[src/rtl/fir_xifu_ctrl.sv]
// Issue/commit/kill scoreboard for the FIR coprocessor on the X-interface.
// Tracks one entry per instruction id, bounds in-flight ops and flags protocol errors.
module fir_xifu_ctrl #(
    parameter  int ID_W    = 4,
    parameter  int MAX_OUT = 4,
    localparam int NID     = 2**ID_W,
    localparam int CNT_W   = $clog2(MAX_OUT + 1)
) (
    input  logic             clk_i,
    input  logic             rst_ni,
    input  logic             issue_valid_i,
    input  logic [ID_W-1:0]  issue_id_i,
    input  logic             issue_decoded_i,
    input  logic             pipe_ready_i,
    output logic             issue_ready_o,
    output logic             issue_accept_o,
    input  logic             commit_valid_i,
    input  logic [ID_W-1:0]  commit_id_i,
    input  logic             commit_kill_i,
    input  logic [NID-1:0]   clear_i,
    output logic [NID-1:0]   issue_o,
    output logic [NID-1:0]   commit_o,
    output logic [NID-1:0]   kill_o,
    output logic [CNT_W-1:0] outstanding_o,
    output logic             busy_o,
    output logic             err_o
);

    localparam logic [CNT_W-1:0] MaxOutC = CNT_W'(MAX_OUT);

    logic [NID-1:0]   issue_q, issue_d;
    logic [NID-1:0]   commit_q, commit_d;
    logic [NID-1:0]   kill_q, kill_d;
    logic [CNT_W-1:0] outstanding_q, outstanding_d;
    logic             err_q, err_d;

    logic             issueFire;
    logic             cmtHit;
    logic             multiClr;
    logic [NID-1:0]   issueMask;
    logic [NID-1:0]   cmtMask;
    logic [NID-1:0]   clrEff;
    logic [NID-1:0]   cmtApply;
    logic [CNT_W-1:0] clrCnt;

    assign issue_ready_o  = pipe_ready_i & ~issue_q[issue_id_i] & (outstanding_q < MaxOutC);
    assign issue_accept_o = issue_valid_i & issue_decoded_i;
    assign issueFire      = issue_valid_i & issue_ready_o & issue_decoded_i;

    // Priority on one id: issue beats clear, clear beats commit/kill.
    always_comb begin
        issueMask = '0;
        cmtMask   = '0;
        clrCnt    = '0;
        if (issueFire) begin
            issueMask[issue_id_i] = 1'b1;
        end
        if (commit_valid_i) begin
            cmtMask[commit_id_i] = 1'b1;
        end

        cmtHit   = commit_valid_i &
                   (issue_q[commit_id_i] | (issueFire & (issue_id_i == commit_id_i)));
        multiClr = (clear_i & (clear_i - NID'(1))) != '0;
        clrEff   = clear_i & issue_q & ~issueMask;
        cmtApply = cmtHit ? (cmtMask & ~clrEff) : '0;

        for (int k = 0; k < NID; k++) begin
            clrCnt = clrCnt + CNT_W'(clrEff[k]);
        end

        issue_d       = (issue_q & ~clrEff) | issueMask;
        commit_d      = (commit_q & ~clrEff & ~issueMask) | (commit_kill_i ? '0 : cmtApply);
        kill_d        = (kill_q & ~clrEff & ~issueMask) | (commit_kill_i ? cmtApply : '0);
        outstanding_d = outstanding_q + CNT_W'(issueFire) - clrCnt;
        err_d         = err_q | (commit_valid_i & ~cmtHit) | multiClr;
    end

    always_ff @(posedge clk_i or negedge rst_ni) begin
        if (!rst_ni) begin
            issue_q       <= '0;
            commit_q      <= '0;
            kill_q        <= '0;
            outstanding_q <= '0;
            err_q         <= 1'b0;
        end else begin
            issue_q       <= issue_d;
            commit_q      <= commit_d;
            kill_q        <= kill_d;
            outstanding_q <= outstanding_d;
            err_q         <= err_d;
        end
    end

    assign issue_o       = issue_q;
    assign commit_o      = commit_q;
    assign kill_o        = kill_q;
    assign outstanding_o = outstanding_q;
    assign busy_o        = outstanding_q != '0;
    assign err_o         = err_q;

endmodule

[config.mk]
export PLATFORM = sky130hd
export DESIGN_NAME = fir_xifu_ctrl
export DESIGN_NICKNAME = d
export VERILOG_FILES = /design/src/rtl/fir_xifu_ctrl.sv
export SDC_FILE = /design/constraint.sdc
export NUM_CORES = 1
export LEC_CHECK = 0
export ABC_AREA = 1
export BUFFER_PORTS_ARGS = -buffer_cell sky130_fd_sc_hd__clkbuf_2
export CORE_MARGIN = 10
export CORE_UTILIZATION = 50
export DETAILED_ROUTE_END_ITERATION = 7
export PLACE_DENSITY = 0.76
export SLEW_MARGIN = 20
export SYNTH_ARGS = -nofsm -noshare
export SYNTH_HDL_FRONTEND = slang
export SYNTH_SLANG_ARGS = --single-unit
[constraint.sdc]
create_clock -name clk_i -period 4.4 [get_ports clk_i]
set_input_delay 0.44 -clock clk_i [delete_from_list [all_inputs] [get_ports clk_i]]
set_output_delay 0.44 -clock clk_i [all_outputs]
set_load 0.01 [all_outputs]
# Word level (Yosys, flattened, before mapping)
# Cells that the tools add are included.
# word_totals
in_bits	31
wordCells	73
register_bits	52
# classes
bitwise	27
muxes	13
eq_ne	1
magnitude_cmp	5
reduce_logical	4
n_addsub	18
# ops
op	n
bitwise AND 16 bit	9
2-to-1 mux 16 bit	5
bitwise OR 16 bit	3
adder 3 x 1 -> 3 bit	14
inverter 16 bit	2
nonzero test 16 bit	1
subtractor 16 x 1 -> 16 bit (second input constant)	1
less-than comparator 4 x 5 -> 1 bit (second input constant)	2
bitwise AND 1 bit	8
binary-select mux 1 bit (select 4 bit)	2
demux 1 bit (select 4 bit)	2
greater-or-equal comparator 4 x 1 -> 1 bit (second input constant)	2
equality test 4 bit	1
2-to-1 mux 1 bit	4
adder 2 x 1 -> 3 bit	1
less-than comparator 3 bit (second input constant)	1
bitwise OR 1 bit	3
nonzero test 3 bit	1
subtractor 3 bit	1
adder 1 x 1 -> 2 bit	1
logical AND 1 bit	2
inverter 1 bit	2

# Depth between registers and ports, before layout
# Gate-level depths: netlist (run 1).
# logic_depth
word_depth	26
mapped_depth	16
mapped_depth_nobuf	16

# Worst setup path after synthesis (run 1)
# OpenSTA, ideal clock, no wires.
# synth_path
path_type	register -> register
from	register issue_q[5], in the netlist issue_o[5]
to	register outstanding_q[2], in the netlist outstanding_o[2]
path_slack_ns	0.889
synth_period_minus_slack_ns	3.511
path_stages_with_launch	15
path_buffers	0
arrival_ns	3.394
setup_time_ns	0.117
required_time_ns	4.283
path_cell_list	dfrtp_1 > nand2_1 > inv_1 > fa_1 > ha_1 > inv_1 > fa_1 > inv_1 > fa_1 > fa_1 > xnor2_1 > xnor2_1 > xnor2_1 > nand3b_1 > nand2_1
# synth_between
elab_chain_len	26
# synth_lines
item	line	text
start, declared	31	logic [NID-1:0] issue_q, issue_d;
start signal, assigned	87	issue_q <= issue_d;
binary-select mux 1 bit (select 4 bit)	46	assign issue_ready_o = pipe_ready_i & ~issue_q[issue_id_i] & (outstanding_q < MaxOutC);
2-to-1 mux 1 bit (implied by the code)	46	
inverter 1 bit	46	
bitwise AND 1 bit (2 in series)	46	
bitwise AND 1 bit (2 in series)	48	assign issueFire = issue_valid_i & issue_ready_o & issue_decoded_i;
2-to-1 mux 16 bit	55	if (issueFire) begin
inverter 16 bit	65	clrEff = clear_i & issue_q & ~issueMask;
bitwise AND 16 bit	65	
adder 1 x 1 -> 2 bit	69	clrCnt = clrCnt + CNT_W'(clrEff[k]);
adder 2 x 1 -> 3 bit	69	
adder 3 x 1 -> 3 bit (13 in series)	69	
subtractor 3 bit (*)	75	outstanding_d = outstanding_q + CNT_W'(issueFire) - clrCnt;
named net outstanding_d[2]	34	logic [CNT_W-1:0] outstanding_q, outstanding_d;
end signal, assigned	90	outstanding_q <= outstanding_d;
end, declared	34	
# Mark *: on every way through the listed nets, which the timed path passes. The rest lies on a longest branch. The select of a mux whose other input is x is not followed.

# Final worst setup path (run 1)
# Same ends and word-level chain as after synthesis.

==> results.md, run 1 <==
- Outcome: finished clean
- Core area: ~6800 µm²
- Setup TNS: 0 ns
- Sequential area share after synthesis: between 30% and 40%
- Global Route Usage Sum: between 20% and 30%
- Sink Count: 52
- Initial detailed-routing violation count: 270
- Vias in the first global route: ~3400
- Met2 global-route usage: ~31%
- Initial antenna violation count: 0
- Req. time, crit path: about 4.6 ns
- Routed WL per cell: 17.2 µm
- # IOs: 86
- Final Core Density: 59.5%
- Design area: between 4000 and 5000 µm²
- Mapped Area: between 3000 and 4000 µm²
- Starting density of the core: approximately half
- Largest net degree at the start of global routing: 53
- WHS: between 0.2 and 0.25 ns
- CTS Buf Count: 5
- Cells after Synth: between 400 and 500
- Vias/cell: around 5.5
- GRT busiest layer: met2
- Drt first pass iters: 5
- Antenna-violating nets left: 0
- Crit path launch: issue_o[5]$_DFF_PN0_
- Net count after synthesis: 500
- CP max FO: 4
- Gpl congestion: between 1 and 1.5
- TritonCTS clock tree: done
- DP Cell Count: 621
- Hold_buf cts: 0
- # Post-CTS Setup Buffers: 0
- Die ar.: 10700 µm²
- Synthesized area per cell: about 7.7 µm²
- Pwr Density: about 380 nW/µm²
- Flops & latches, synth: 52
- Grt met3 use: a little over 5%
- Post-layout net count: 580
- Final setup vio count: 0
- Clk_lat worst skew: around 0.31 ns
- Root Driver: clkbuf_8
- Layout cell share with drive strength beyond 1: 21.6%
- First-pass GRT wire length: ~17000 µm
- Synth unique cells: 36
- VDD IR-drop max: about 210 µV
- Post-CTS sizing: 0
- Fin. max-slew vios: 0
- Remaining Overflow, GRT: 0
- Post-DP Area: 3940 µm²
- Clock Path Buffers: 2
- Fin. Hold Viols: 0
- Routed WL: between 10000 and 15000 µm
- Fin crit period: ~3.8 ns
- Met1 usage: 27.3%
- Nature of the critical path endpoint: flip-flop
- Worst-Margin Slew: approximately 0.74 ns
- Synth Warn #: 0
- CTS H-tree depth: 2
- Worst Hold Class: primary input to asynchronous set/reset pin
- Port Buffer Count: 85
- Unrepaired setup endpoints after global routing: false
- Worst-path clk slew: about 0.090 ns
- Slew margin rel.: approximately half
- Die H: approximately 100 µm
- Hpwl dp: 8480 µm
- Final non-filler cell total: approximately 630
- Vias: roughly 3500
- Final worst path period share: 85.3%
- DRC: 0
- Maximum clock frequency: between 0.2 and 0.3 GHz
- Antenna diodes: 0
- CP Launch Type: flip-flop
- FF-to-FF Start: issue_o[5]$_DFF_PN0_
- CP Data Arrival Time: roughly 4.0 ns
- Area growth syn-to-layout: 16.3%
- Pleak: approximately 2.2 nW
- Critical path type: flip-flop to flip-flop
- Max-cap violations: 0
- Row count: 30
- Clock Skews: around 0.0095 ns
- Die W: around 100 µm
## report_power, final
part           internal [mW]  leakage [nW]  switching (mW)
registers              0.581         0.677          0.0643
clock network          0.169        0.0552           0.161
logic                  0.229          1.52           0.350
## Yosys cell counts (all sizes together)
library cell  number  area share, %
xnor2              4            1.0
a22oi              8            1.7
a21oi              4           0.68
nand3             52            8.8
nor3b              1           0.22
o211ai             1           0.22
nor3               3           0.43
o21ai             23            3.3
nand2            123             14
o21bai             1           0.22
nand3b             2           0.43
nor2              31            4.0
and3               7            1.3
fa                 8            4.6
dfrtp             52             37
o31ai              1           0.22
buf                6            1.9
or2                2           0.36
a211oi             1           0.22
nor4               4           0.72
nand4             35            6.3
o21a               1           0.22
clkbuf             7           0.76
xor2               7            1.8
ha                 9            3.2
inv               59            6.4
## metal layers
| layer | vias to the layer above | share of wire (%) |
|---|---|---|
| met5 | - | 0 |
| li1 | 1665 | - |
| met2 | 183 | 44 |
| met3 | 26 | 12 |
| met1 | 1614 | 41 |
| met4 | 0 | 3.3 |
## sequential cells by signal (all words and copies together) (netlist names)
signal,count
commit_o,16
issue_o,16
kill_o,16
outstanding_o,3
err_o,1
## path summary, 6_finish.rpt
kind	cells past startpoint	slack [ns]	to
worst max-delay path	14	0.65	outstanding_o[2]$_DFF_PN0_
worst min-delay path	2	0.24	kill_o[0]$_DFF_PN0_
worst max register to register	14	0.65	outstanding_o[2]$_DFF_PN0_
worst min register to register	2	0.51	commit_o[0]$_DFF_PN0_
max in group asynchronous	2	3.71	commit_o[5]$_DFF_PN0_
min in group clk_i	2	0.36	issue_o[1]$_DFF_PN0_
## critical path, cell delays in order, from the launching register on
cell,delay [ns]
dfrtp_1,0.44
nand2_1,0.13
inv_1,0.09
fa_1,0.43
ha_1,0.29
inv_1,0.05
fa_1,0.50
inv_1,0.06
fa_1,0.51
fa_1,0.44
xnor2_1,0.15
xnor2_1,0.21
xnor2_1,0.16
nand3b_1,0.13
nand2_1,0.06
## cell type report
type                    count  area [µm²]
repair buffers             86         433
inverters                  59         221
clock inverters             2        35.0
clock buffers               6        72.6
flip-flops and latches     52        1300
well taps                  96         120
fillers                   650        2750
multi-input cells         328        1860
## stage by stage
stage | setup WS [ns] | power (mW)
3_5_place_dp | 0.530 | 1.24
5_1_grt | 0.385 | 1.66
4_1_cts | 0.641 | 1.56
3_3_place_gp | 0.672 | 1.21
2_1_floorplan | 0.889 | 1.01
6_report | 0.648 | 1.55
## kinds of logic (layout without fill, tap and decap cells)
kind of cell	after synthesis	after routing	synth area share [%]
compound gates	40	40	6.80
xor+xnor	11	11	2.77
fa+ha+maj	17	17	7.84
buf+inv	72	153	9.07
flops	52	52	37.4
simple gates	260	260	36.1
## layout by cell type, fill, tap and decap left out, types with 3 or more instances in the layout
cell type / instances
nand2_1: 121
clkbuf_2: 85
inv_1: 55
dfrtp_1: 52
nand3_1: 43
nand4_1: 35
nor2_1: 27
o21ai_0: 21
nand3_2: 9
ha_1: 9
a22oi_1: 8
fa_1: 8
xor2_1: 7
and3_1: 7
clkbuf_8: 5
inv_2: 4
xnor2_1: 4
nor4_1: 4
a21oi_1: 3
nor2_2: 3
nor3_1: 3
Power figures use the tool's default switching activity.
==> run 2, diff against run 1 <==
--- a/config.mk
+++ b/config.mk
@@ -5,12 +5,10 @@
 export SDC_FILE = /design/constraint.sdc
 export NUM_CORES = 1
 export LEC_CHECK = 0
-export ABC_AREA = 1
-export BUFFER_PORTS_ARGS = -buffer_cell sky130_fd_sc_hd__clkbuf_2
 export CORE_MARGIN = 10
 export CORE_UTILIZATION = 50
 export DETAILED_ROUTE_END_ITERATION = 7
-export PLACE_DENSITY = 0.76
+export DONT_BUFFER_PORTS = 1
 export SLEW_MARGIN = 20
 export SYNTH_ARGS = -nofsm -noshare
 export SYNTH_HDL_FRONTEND = slang
==> results.md, run 2 <==
- Synth unique cells: 51 (+42%)
- Synth top cells by count: dfrtp_1, inv_1, nand3_1
- Starting density of the core: 51.7% (+0.53 points)
- Synthesized area per cell: 9.37 µm² (+22%)
- Final worst path period share: 83.9% (-1.4 points)
- Port Buffer Count: 0 (-100%)
- Most frequent cells in the layout: dfrtp_1, inv_1, nand3_1
- VDD IR-drop max: 154 µV (-26%)
- Routed WL per cell: 23.9 µm (+39%)
- Initial detailed-routing violation count: 237 (-12%)
- CP Launch Type: flip-flop
- Post-synth top flop: dfrtp_1
- Reg2reg end: outstanding_o[2]$_DFF_PN0_
- Sequential area share after synthesis: 37.0% (-0.39 points)
- Hold depth: 1
- Antenna diodes: 0 (unchanged)
- P_int: 761 µW (-22%)
- Critical path type: flip-flop to flip-flop
- Final setup vio count: 0 (unchanged)
- Post-place setup slack: 0.735 ns (+0.205 ns)
- Global Route Usage Sum: 19.5% (-1.0 points)
- Setup WS post-layout: 0.710 ns (+0.0622 ns)
- Max-cap violations: 0 (unchanged)
- Row count: 30 (unchanged)
- Sw Pwr: 373 µW (-35%)
- Fin. Hold Viols: 0 (unchanged)
- Antenna-violating nets left: 0 (unchanged)
- Worst-Margin Slew: 0.860 ns (+0.122 ns)
- Worst-path clk slew: 0.10 ns (about the same)
- Outcome: finished clean
- Clock Path Buffers: 2 (unchanged)
- Clk pwr share: 25.0% (+3.7 points)
- Pwr Density: 310 nW/µm² (-19%)
- Cells on worst reg2reg path: 12 (-2)
- Post-synth EDFFs: 0 (unchanged)
- Post-synth ARST share: 100% (unchanged)
- Hpwl dp: 8350 µm (-1.6%)
- Clock Skews: 0.00922 ns (-0.000245 ns)
- Setup TNS: 0 ns (unchanged)
- DRC: 0 (unchanged)
- Fin. max-slew vios: 0 (unchanged)
- CP max FO: 5 (+1)
- Most common cell after layout, fill and taps aside: dfrtp_1
- Hold_buf cts: 2 (+2)
- Gpl congestion: 0.889 (-11%)
- Unrepaired setup endpoints after global routing: false
- Post-DP Area: 3530 µm² (-10%)
- Design area: 3660 µm² (-9.6%)
- Die H: 104 µm (+0.42%)
- FF-to-FF setup slack: 0.71 ns (+0.06 ns)
- WHS: 0.210 ns (-0.0277 ns)
- Mapped Area: 3510 µm² (+1.0%)
- Post-layout net count: 409 (-29%)
- Initial antenna violation count: 0 (unchanged)
- CP Data Arrival Time: 3.93 ns (-0.03 ns)
- Die W: 104 µm (+0.42%)
- FF-to-FF Start: issue_o[5]$_DFF_PN0_
- Net count after synthesis: 423 (-15%)
- Top post-synthesis cells by area: dfrtp_1, fa_1, nand3_1
- DP Cell Count: 448 (-28%)
- Nature of the critical path endpoint: flip-flop
- Routed WL: 10900 µm (+1.2%)
- Root Driver: clkbuf_8
- Drt first pass iters: 5 (unchanged)
- Area growth syn-to-layout: 4.06%
- Final non-filler cell total: 458 (-27%)
- Worst hold path endpoint: issue_o[0]$_DFF_PN0_
- Largest net degree at the start of global routing: 53 (unchanged)
- Cell taking the most area after synthesis: dfrtp_1
- Post-CTS sizing: 0 (unchanged)
- Final Core Density: 53.8% (-5.7 points)
- Worst Hold Class: primary input to flip-flop
- Fin crit period: 3.69 ns (-0.0622 ns)
- Cell with the most instances after synthesis: dfrtp_1
- Flops & latches, synth: 52 (unchanged)
- Clk_lat worst skew: 0.31 ns (about the same)
- Synth Warn #: 0 (unchanged)
- CTS Buf Count: 5 (unchanged)
- CTS H-tree depth: 2 (unchanged)
- Maximum clock frequency: 0.271 GHz (+1.7%)
- Die ar.: 10800 µm² (+0.84%)
- First-pass GRT wire length: 17000 µm (-0.20%)
- TritonCTS clock tree: done
- Core area: 6790 µm² (unchanged)
- Logic pwr share: 24.3% (-13 points)
- Min-delay src: clear_i[0]
- Sw Share: 32.9% (-4.2 points)
- Sink Count: 52 (unchanged)
- Power after layout: 1.13 mW (-27%)
- Req. time, crit path: 4.64 ns (+0.03 ns)
- Vias/cell: 6.49 (+17%)
- Remaining Overflow, GRT: 0 (unchanged)
- # IOs: 86 (unchanged)
- # Post-CTS Setup Buffers: 0 (unchanged)
- Vias: 2974 (-15%)
- Register share of total power: 50.6% (+9.1 points)
- Pleak: 1.46 nW (-35%)
- Cells after Synth: 375 (-17%)
- Layout cell share with drive strength beyond 1: 8.29% (-13 points)
- Slew margin rel.: 42.6% (-8.1 points)
- Synth top area share: 37.0% (-0.39 points)
- Vias in the first global route: 2910 (-14%)
[run 2: cell types whose count changed after synthesis, sizes merged, moves of 8 or more]
cell,previous run,this run
nor2,31,17
nand4,35,10
o32ai,0,10
o311ai,0,16
nand3,52,29
nand2,123,18
clkbuf,7,15
inv,59,38
a22oi,8,0
o22ai,0,22
and2,0,9
[run 2: power groups by stage]
stage / registers, mW / logic, mW / clock network (mW)
floorplan: 0.568 / 0.235 / 0
global placement: 0.586 / 0.256 / 0
detailed placement: 0.586 / 0.260 / 0
CTS: 0.577 / 0.276 / 0.295
global route: 0.582 / 0.306 / 0.314
finish: 0.574 / 0.276 / 0.284
[run 2: routing by layer]
metal | vias to the layer above | GRT usage [%] | wire length, µm
met1 | 1443 | 24.0 | 4380
met5 | - | 0 | 0
li1 | 1352 | - | -
met2 | 159 | 30.1 | 4950
met3 | 20 | 8.61 | 1360
met4 | 0 | 5.67 | 240
[run 2: kinds of logic after synthesis]
kind of cell | synth area share (%)
AOI/OAI and AO/OA | 19.2
xor gates and xnor gates | 3.74
adders and majority gates | 8.65
buffers and inverters | 7.30
DFF | 37.0
muxes | 5.84
and+or+nand+nor | 18.3
[run 2: critical path, stage by stage, from the launching register on]
cell     delay [ns]
dfrtp_1        0.47
and2_1         0.25
fa_1           0.45
ha_1           0.29
inv_1          0.04
fa_1           0.47
inv_1          0.05
fa_1           0.50
fa_1           0.55
inv_1          0.05
ha_1           0.19
a31oi_1        0.17
xnor2_1        0.13
[run 2: area by class of cell]
type                       count  area (µm²)
timing repair buffer           3        45.0
sequential                    52        1300
clock inverter                 3        22.5
multi-input combinational    261        1960
clock buffer                   5        68.8
inverter                      38         143
fill                         626        3140
tap                           96         120
[run 2: worst max-delay path by stage]
| stage | start | to | slack, ns | cells after the start |
|---|---|---|---|---|
| 2_1_floorplan | issue_o[5]$_DFF_PN0_ | outstanding_o[2]$_DFF_PN0_ | 0.90 | 12 |
| 3_3_place_gp | issue_o[5]$_DFF_PN0_ | outstanding_o[2]$_DFF_PN0_ | 0.78 | 12 |
| 3_5_place_dp | issue_o[5]$_DFF_PN0_ | outstanding_o[2]$_DFF_PN0_ | 0.73 | 12 |
| 4_1_cts | issue_o[5]$_DFF_PN0_ | outstanding_o[2]$_DFF_PN0_ | 0.71 | 12 |
| 5_1_grt | issue_o[5]$_DFF_PN0_ | outstanding_o[2]$_DFF_PN0_ | 0.58 | 12 |
| 6_report | issue_o[5]$_DFF_PN0_ | outstanding_o[2]$_DFF_PN0_ | 0.71 | 12 |
==> run 3, diff against run 2 <==
==> constraint.sdc (replaced) <==
create_clock -name clk_i -period 3.5 [get_ports clk_i]
set_input_delay 0.35 -clock clk_i [delete_from_list [all_inputs] [get_ports clk_i]]
set_output_delay 0.35 -clock clk_i [all_outputs]
set_load 0.01 [all_outputs]
==> results.md, run 3 (same netlist as run 2, synthesis figures left out) <==
- Sw Share: 33.3% (+0.42 points)
- Pleak: 1.59 nW (+8.4%)
- Core area: 6790 µm² (unchanged)
- Hpwl dp: 8430 µm (+0.97%)
- Routed WL per cell: 23.7 µm (-0.69%)
- Most common cell after layout, fill and taps aside: dfrtp_1
- Antenna diodes: 0 (unchanged)
- Vias/cell: 6.38 (-1.8%)
- Max-cap violations: 0 (unchanged)
- Slowest CP cell: fa_2
- CP max stage delay: 0.55 ns (about the same)
- CP Data Arrival Time: 3.60 ns (-0.33 ns)
- Vias in the first global route: 3093 (+6.3%)
- Delay-heaviest family, CP: adder cells
- Layout fillers: 605 (-3.4%)
- Initial antenna violation count: 0 (unchanged)
- Antenna-violating nets left: 0 (unchanged)
- Routed WL: 11400 µm (+4.5%)
- Worst Hold Class: primary input to flip-flop
- Gpl congestion: 0.898 (+0.92%)
- CP bufs+invs: 3 (unchanged)
- CP max FO: 2 (-3)
- Maximum clock frequency: 0.298 GHz (+9.8%)
- Hold depth: 1 (unchanged)
- FF-to-FF setup slack: 0.14 ns (-0.57 ns)
- DRC: 0 (unchanged)
- Fin crit period: 3.36 ns (-0.330 ns)
- Most frequent cells in the layout: dfrtp_1, inv_1, nand3_1
- Die ar.: 10800 µm² (unchanged)
- Clock Path Buffers: 2 (unchanged)
- Area of the multi-input gates: 2030 µm² (+3.9%)
- Die W: 104 µm (unchanged)
- Cells on worst reg2reg path: 12 (unchanged)
- Register share of total power: 47.6% (-3.0 points)
- Unrepaired setup endpoints after global routing: false
- Req. time, crit path: 3.74 ns (-0.90 ns)
- Worst hold path endpoint: issue_o[1]$_DFF_PN0_
- Critical-path cell list: and2_4 > fa_2 > ha_4 > inv_2 > fa_1 > inv_1 > fa_1 > fa_2 > inv_2 > ha_4 > a31oi_4 > xnor2_1
- Nature of the critical path endpoint: flip-flop
- # IOs: 86 (unchanged)
- Drt first pass iters: 4 (-1)
- Initial detailed-routing violation count: 204 (-14%)
- Sink Count: 52 (unchanged)
- Post-place setup slack: -0.0216 ns (-0.757 ns)
- Final worst path period share: 96.0% (+12 points)
- Clk_lat worst skew: 0.31 ns (about the same)
- First-pass GRT wire length: 18000 µm (+6.1%)
- Critical path type: flip-flop to flip-flop
- Clk pwr share: 23.4% (-1.6 points)
- Logic pwr share: 28.9% (+4.6 points)
- Worst-Margin Slew: 0.885 ns (+0.0243 ns)
- Fin. max-slew vios: 0 (unchanged)
- Worst-path clk slew: 0.10 ns (about the same)
- Largest net degree at the start of global routing: 53 (unchanged)
- Global Route Usage Sum: 20.6% (+1.1 points)
- Port Buffer Count: 0 (unchanged)
- CTS H-tree depth: 2 (unchanged)
- Setup WS post-layout: 0.140 ns (-0.570 ns)
- Root Driver: clkbuf_8
- Layout cell share with drive strength beyond 1: 18.7% (+10 points)
- Row count: 30 (unchanged)
- Pwr Density: 386 nW/µm² (+24%)
- Reg2reg end: outstanding_o[2]$_DFF_PN0_
- Final Core Density: 57.6% (+3.8 points)
- Post-layout net count: 433 (+5.9%)
- CTS Buf Count: 5 (unchanged)
- Final setup vio count: 0 (unchanged)
- TritonCTS clock tree: done
- FF/Latch Area: 1300 µm² (about the same)
- Area growth syn-to-layout: 11.3%
- Min-delay src: clear_i[1]
- CP Launch Type: flip-flop
- FF-to-FF Start: issue_o[6]$_DFF_PN0_
- Vias: 3074 (+3.4%)
- Remaining Overflow, GRT: 0 (unchanged)
- Outcome: finished clean
- Sw Pwr: 502 µW (+35%)
- Slew margin rel.: 41.0% (-1.6 points)
- P_int: 1.01 mW (+32%)
- Starting density of the core: 51.7% (unchanged)
- Clock Skews: 0.0111 ns (+0.00192 ns)
- Die H: 104 µm (unchanged)
- Fin. Hold Viols: 0 (unchanged)
- VDD IR-drop max: 193 µV (+25%)
==> run 3: changes by cell type in the layout (fill, tap and decap cells not counted), moves of 3 or more <==
cell and delta:
nand2_2 +4, nand2_1 -4, and2_1 -4, buf_4 +24
inv_1 -3, inv_2 +3, and2_4 +4
==> run 3: worst reg2reg max path, cell delays in order, from the launching register on <==
cell	delay, ns
dfrtp_1	0.39
and2_4	0.15
fa_2	0.41
ha_4	0.27
inv_2	0.03
fa_1	0.49
inv_1	0.05
fa_1	0.46
fa_2	0.55
inv_2	0.06
ha_4	0.16
a31oi_4	0.14
xnor2_1	0.13
==> run 3: how the worst max path moves through the flow <==
stage,depth (start not counted),start,endpoint
after detailed placement,12,issue_o[5]$_DFF_PN0_,outstanding_o[2]$_DFF_PN0_
final,12,issue_o[6]$_DFF_PN0_,outstanding_o[2]$_DFF_PN0_
after CTS,12,issue_o[5]$_DFF_PN0_,outstanding_o[2]$_DFF_PN0_
after global routing,12,outstanding_o[0]$_DFF_PN0_,outstanding_o[2]$_DFF_PN0_
after floorplan,12,issue_o[5]$_DFF_PN0_,outstanding_o[2]$_DFF_PN0_
after global placement,12,issue_o[5]$_DFF_PN0_,outstanding_o[2]$_DFF_PN0_
==> run 3: layout make-up <==
class | instances | area share, %
timing repair buffer | 27 | 5.76
clock inverter | 2 | 0.416
multi-input combinational | 261 | 52.0
clock buffer | 6 | 1.86
sequential | 52 | 33.3
tap | 96 | 3.07
inverter | 38 | 3.65
==> run 3: what timing repair did <==
item,in CTS,in global routing
gates cloned,0,0
setup buffers,0,2
endpoints found under the hold margin,52,0
endpoints found under the setup margin,1,2
resized for setup,2,21
hold buffers,2,0
pin swaps,1,10
==> run 3: per-layer routing <==
| metal | routed length [µm] | track usage (%) | share of wire, % | vias up |
|---|---|---|---|---|
| met1 | 4640 | 26.4 | 41 | 1513 |
| met3 | 1330 | 8.36 | 12 | 16 |
| li1 | - | - | - | 1394 |
| met4 | 202 | 5.57 | 1.8 | 0 |
| met5 | 0 | 0 | 0 | - |
| met2 | 5240 | 31.4 | 46 | 151 |
==> run 3: power groups by stage <==
stage	Combinational (mW)	Sequential, mW	Clock, mW
after global placement	0.332	0.731	0
after floorplan	0.296	0.714	0
after CTS	0.360	0.719	0.363
final	0.437	0.719	0.354
after global routing	0.494	0.729	0.391
after detailed placement	0.340	0.731	0
==> run 3: per-stage QoR <==
stage                     total power, mW  std cells  area, µm²  hold slack [ns]  TNS, ns
after detailed placement             1.07        470       3690           0.0568  -0.0216
after global routing                 1.61        482       3910            0.109        0
after CTS                            1.44        480       3820            0.117        0
after global placement               1.06        470       3690           0.0567        0
final                                1.51        482       3910            0.122        0
after floorplan                      1.01        375       3510           0.0544        0
